--- config.mk ---
export PLATFORM = sky130hd
export DESIGN_NAME = logic_unit_arbiter
export DESIGN_NICKNAME = d
export VERILOG_FILES = /design/src/rtl/logic_unit_arbiter.sv
export SDC_FILE = /design/constraint.sdc
export NUM_CORES = 1
export LEC_CHECK = 0
export CORE_ASPECT_RATIO = 1.1
export CORE_MARGIN = 5
export CORE_UTILIZATION = 47
export DETAILED_ROUTE_END_ITERATION = 16
export PLACE_DENSITY = 0.94
export REMOVE_ABC_BUFFERS = 1
export SLEW_MARGIN = 20
export SYNTH_ARGS = -nofsm -noshare
export SYNTH_HDL_FRONTEND = slang
export SYNTH_SLANG_ARGS = --single-unit
--- constraint.sdc ---
create_clock -name clk -period 10.6 [get_ports clk]
set_input_delay 3.18 -clock clk [delete_from_list [all_inputs] [get_ports clk]]
set_output_delay 3.18 -clock clk [all_outputs]
set_load 0.005 [all_outputs]
--- src/rtl/logic_unit_arbiter.sv ---
// ---------------------------------------------------------------------------
// logic_unit_arbiter
//
// Round-robin arbiter and sequencer in front of one shared bitwise logic unit
// (AND, OR, NOT, NAND, NOR, XOR, XNOR). One transaction is in flight at a time.
// A request is accepted in IDLE. The gate result is registered with the
// requester index, and the response is held in RESP until the consumer takes it.
//
// Optional feature macro: LOGIC_UNIT_ARB_ERR_EN
//   defined   : opcode 7 returns rsp_data=0 and rsp_err=1
//   undefined : opcode 7 passes operand A through and rsp_err is tied low
//
// Ports
//   clk        rising-edge clock
//   rst_n      asynchronous active-low reset
//   req_valid  [N_REQ]        per-requester request valid
//   req_ready  [N_REQ]        per-requester accept (one-hot or zero)
//   req_op     [3*N_REQ]      opcode, requester i at [3i +: 3]
//   req_a      [WIDTH*N_REQ]  operand A, requester i at [WIDTH*i +: WIDTH]
//   req_b      [WIDTH*N_REQ]  operand B, same packing
//   rsp_valid                 response valid
//   rsp_ready                 response consumer accept
//   rsp_id     [clog2(N_REQ)] index of the served requester
//   rsp_data   [WIDTH]        gate result
//   rsp_err                   illegal-opcode flag
//   busy                      high whenever the FSM is not in IDLE
// ---------------------------------------------------------------------------
module logic_unit_arbiter #(
    parameter int N_REQ = 4,
    parameter int WIDTH = 8
) (
    input  logic                     clk,
    input  logic                     rst_n,
    input  logic [N_REQ-1:0]         req_valid,
    output logic [N_REQ-1:0]         req_ready,
    input  logic [3*N_REQ-1:0]       req_op,
    input  logic [WIDTH*N_REQ-1:0]   req_a,
    input  logic [WIDTH*N_REQ-1:0]   req_b,
    output logic                     rsp_valid,
    input  logic                     rsp_ready,
    output logic [$clog2(N_REQ)-1:0] rsp_id,
    output logic [WIDTH-1:0]         rsp_data,
    output logic                     rsp_err,
    output logic                     busy
);

    localparam int ID_W = $clog2(N_REQ);

    typedef enum logic [0:0] {
        IDLE = 1'b0,
        RESP = 1'b1
    } state_t;

    state_t          state;
    state_t          state_nxt;
    logic [ID_W-1:0] ptr;
    logic [ID_W-1:0] ptr_nxt;

    logic            win_found;
    logic [ID_W-1:0] win_idx;
    logic            accept;

    logic [2:0]       sel_op;
    logic [WIDTH-1:0] sel_a;
    logic [WIDTH-1:0] sel_b;
    logic [WIDTH-1:0] sel_result;

    // Index base+offs modulo N_REQ; offs never exceeds N_REQ-1, so one
    // conditional subtraction is enough, also for non-power-of-two N_REQ.
    function automatic logic [ID_W-1:0] rr_index(input logic [ID_W-1:0] base,
                                                 input int              offs);
        int s;
        s = int'(base) + offs;
        if (s >= N_REQ) begin
            s = s - N_REQ;
        end
        return ID_W'(s);
    endfunction

    // Shared bitwise logic unit. Opcode 7 is the only reserved code.
    function automatic logic [WIDTH-1:0] gate_eval(input logic [2:0]       op,
                                                   input logic [WIDTH-1:0] a,
                                                   input logic [WIDTH-1:0] b);
        logic [WIDTH-1:0] r;
        case (op)
            3'd0:    r = a & b;
            3'd1:    r = a | b;
            3'd2:    r = ~a;
            3'd3:    r = ~(a & b);
            3'd4:    r = ~(a | b);
            3'd5:    r = a ^ b;
            3'd6:    r = ~(a ^ b);
`ifdef LOGIC_UNIT_ARB_ERR_EN
            default: r = '0;
`else
            default: r = a;
`endif
        endcase
        return r;
    endfunction

    // Round-robin search: the first valid requester starting at ptr wins.
    always_comb begin
        win_found = 1'b0;
        win_idx   = '0;
        for (int k = 0; k < N_REQ; k++) begin
            if (!win_found && req_valid[rr_index(ptr, k)]) begin
                win_found = 1'b1;
                win_idx   = rr_index(ptr, k);
            end
        end
    end

    assign accept = (state == IDLE) && win_found;

    always_comb begin
        req_ready = '0;
        for (int i = 0; i < N_REQ; i++) begin
            req_ready[i] = accept && (win_idx == ID_W'(i));
        end
    end

    // The winner's fields are muxed out of the packed request buses.
    assign sel_op     = req_op[3*win_idx +: 3];
    assign sel_a      = req_a[WIDTH*win_idx +: WIDTH];
    assign sel_b      = req_b[WIDTH*win_idx +: WIDTH];
    assign sel_result = gate_eval(sel_op, sel_a, sel_b);

    assign ptr_nxt = (win_idx == ID_W'(N_REQ - 1)) ? '0 : win_idx + 1'b1;

    always_comb begin
        state_nxt = state;
        case (state)
            IDLE:    if (win_found) state_nxt = RESP;
            RESP:    if (rsp_ready) state_nxt = IDLE;
            default: state_nxt = IDLE;
        endcase
    end

    // Accept stage: the result is captured in the same cycle as the grant.
    always_ff @(posedge clk or negedge rst_n) begin
        if (!rst_n) begin
            state    <= IDLE;
            ptr      <= '0;
            rsp_id   <= '0;
            rsp_data <= '0;
        end else begin
            state <= state_nxt;
            if (accept) begin
                ptr      <= ptr_nxt;
                rsp_id   <= win_idx;
                rsp_data <= sel_result;
            end
        end
    end

`ifdef LOGIC_UNIT_ARB_ERR_EN
    always_ff @(posedge clk or negedge rst_n) begin
        if (!rst_n) begin
            rsp_err <= 1'b0;
        end else if (accept) begin
            rsp_err <= (sel_op == 3'd7);
        end
    end
`else
    assign rsp_err = 1'b0;
`endif

    // Response stage: outputs come only from registers and state, so nothing
    // on req_* reaches rsp_* combinationally.
    assign rsp_valid = (state == RESP);
    assign busy      = (state != IDLE);

endmodule

==> results.toml <==
[grt]
grt_pass1_vias = 2376
antenna_found_initial = 0
grt-ovfl-total = 0
grt_max_degree = 44
grt_pass1_wl_um = 10610
track_usage = 0.1894

[power_and_ir_drop]
peakVddDrop_v = 0.0001816
power_mw = 0.6858
power_density_nw_per_um2 = 207.5
p_leak_nw = 1.421

[drt]
wl_per_cell_um = 15.16
wirelength_um = 6276
first_pass_iters = 4
drt_iter0_markers = 166
via_per_inst = 5.751
drc = 0
drtAntennaViolNets = 0
vias = 2381

[die]
io_pins = 100
fp.dieH_um = 83.60
die_w_um = 76.91
die_area_um2 = 6430
core_area_um2 = 4717
rows = 26
start_util = 0.4907

[yosys]
synthTopCellsByArea = "mux2i_1, dfrtp_1, ha_1"
synth_edf_count = 0
ys_types = 46
yosysSeqAreaShare = 0.1405
syn_inst = 275
yosys.area.top_type = "mux2i_1"
postSynthAreaPerCell_um2 = 8.417
synth_seq_cells = 13
syn-cell-area_um2 = 2315
synth_ff_type = "dfrtp_1"
ys_warn_count = 0
async_flop_share = 1.000
yosys.area.top_type_share = 0.1816

[sta]
setup_viol = 0
tns_ns = 0
worst_hold_slack_ns = 0.5141
fin_ws_ns = 1.869
fin_crit_ns = 8.731
max-slew-margin-rel = 0.2903
slew_violations = 0
fmax_mhz = 114.5
rsz0062_at_grt = "false"
finalHoldViolations = 0
fin_crit_sh = 0.8237
final.setup_skew_ns = 0.001274
tightest_slew_ns = 1.042

[final_layout]
antenna_cells = 0
drive_gt1_frac = 0.1061
finalNonFillerCells = 414
finalInstanceArea_um2 = 3304
areaGrowthSynthToFinish_pct = 42.76
multi_input_area_um2 = 1797
final_nets = 462
fillers = 366
final_util = 0.7005
regArea_um2 = 325.3

[job]
maxCapViolations = 0

[clock_tree]
h-tree-depth = 1
cts_resized = 0
tritoncts = "built"
clock_latency_ns = 0.24
path_clk_slew_ns = 0.05
cts.sinks = 13
cts-buffers-inserted = 3
cts-root-buf = "clkbuf_8"
postCtsSetupRepairBufs = 0
clockBufferDepth = 2
ctsHoldBuffers = 0

[worst_setup_path]
crit_family = "buffers and inverters"
slowest_delay_ns = 0.59
crit_buf_inv = 3
critPathLaunchType = "input port"
cp.arrival_ns = 5.55
crit_required_ns = 7.42
r2r_end = "rsp_data[3]"
path_cells = "clkdlybuf4s50_1 > mux2i_1 > a2bb2oi_2 > nor2b_4 > inv_1 > ha_1 > and2_1 > clkdlybuf4s50_1"
regToRegSetupSlack_ns = 6.61
crit_path_end_kind = "primary output"
rr_startpoint = "ptr[1]"
crit_top_cell = "clkdlybuf4s50_1"
cp_slowest_cell = "clkdlybuf4s50_1"
crit_type = "input port to primary output"
cp_max_fo = 16
rr_worst_depth = 10

[worst_hold_path]
hold_class = "register to register"
hold_depth = 1
holdPathEnd = "rsp_data[7]"
hold_path.startpoint = "rsp_data[7]"

[placed_design]
portBuffers = 98
dp_hpwl_um = 4957
place_congestion = 0.7916
place_ws_ns = 1.854
dp.cells = 410
place_area_um2 = 3251

[status]
status = "finished, final reports clean"
how the worst max path moves through the flow:
stage / startpoint / slack, ns / to / depth (start not counted)
4_1_cts: req_valid[3] / 1.85 / req_ready[2] / 8
2_1_floorplan: req_valid[2] / 1.90 / req_ready[0] / 6
5_1_grt: req_valid[3] / 1.70 / req_ready[0] / 8
3_3_place_gp: req_valid[3] / 1.99 / req_ready[2] / 8
6_report: req_valid[3] / 1.87 / req_ready[2] / 8
3_5_place_dp: req_valid[3] / 1.85 / req_ready[2] / 8
cells by family (layout without fill, tap and decap cells):
logic type	Yosys count	in the layout	synth area share
adders and majority gates	20	20	0.1081
buffers and inverters	40	123	0.09459
muxes	63	63	0.2897
AOI/OAI and AO/OA	78	78	0.2508
DFF	13	13	0.1405
other	1	1	0.001620
and+or+nand+nor	60	60	0.1146
final cells by class:
type                            instances  share of cell area
Clock buffer                            4             0.01363
Inverter                               19             0.02158
Sequential cell                        13             0.09845
Timing Repair Buffer                  100              0.3014
Multi-Input combinational cell        222              0.5437
Tap cell                               56             0.02120
cell usage in the layout, fill, tap and decap left out, drive strengths merged, types with 2 or more instances in the layout:
master          n
a211o           6
inv            17
and2            4
clkbuf          4
o2111ai        12
buf             2
o211ai          7
nand2b          2
nand2          31
clkdlybuf4s50  98
o21ai          16
ha             20
mux2           19
a211oi          3
clkinv          2
nor2           16
o211a           6
dfrtp          13
a21oi          17
a22o            2
nand3b          2
mux2i          44
Yosys cell counts (2+ instances only):
library cell,number
a22o_1,2
clkbuf_1,7
mux2i_1,42
a21oi_1,17
dfrtp_1,13
nor2_1,15
nand3b_1,2
o21ai_0,14
o2111ai_1,12
mux2_2,19
buf_2,5
inv_2,5
o211a_1,6
buf_6,2
a211oi_1,2
a211o_1,6
buf_12,2
o211ai_1,7
clkinv_1,2
o21ai_1,2
nand2b_1,2
ha_1,20
nand2_1,31
and2_1,4
buf_4,4
inv_1,12
worst register-to-register path, cell delays in order (launching register included):
cell       delay [ns]
dfrtp_1          0.48
mux2i_1          0.19
a2bb2oi_2        0.18
nor2b_4          0.50
buf_4            0.48
mux2i_1          0.22
mux2i_4          0.84
nor2_1           0.20
a2111oi_4        0.39
o32ai_1          0.16
a22o_1           0.23
flip-flops by register name, summed over array words and instances, names as in the netlist:
register  cells
busy          1
rsp_data      8
rsp_id        2
ptr           2
where the power goes:
group / internal [mW] / total [mW] / switching [mW]
sequential: 0.0717 / 0.0944 / 0.0228
combinational: 0.266 / 0.547 / 0.281
clock: 0.0265 / 0.0441 / 0.0176
total: 0.365 / 0.686 / 0.321
per-layer routing:
metal  track usage  vias to the layer above  part of all wire
li1              -                     1180                 -
met1        0.2264                     1101              0.41
met2        0.3351                       83              0.51
met3       0.03672                       17             0.056
met4       0.06041                        0             0.022
met5             0                        -                 0
(Power assumes the default switching activity.)
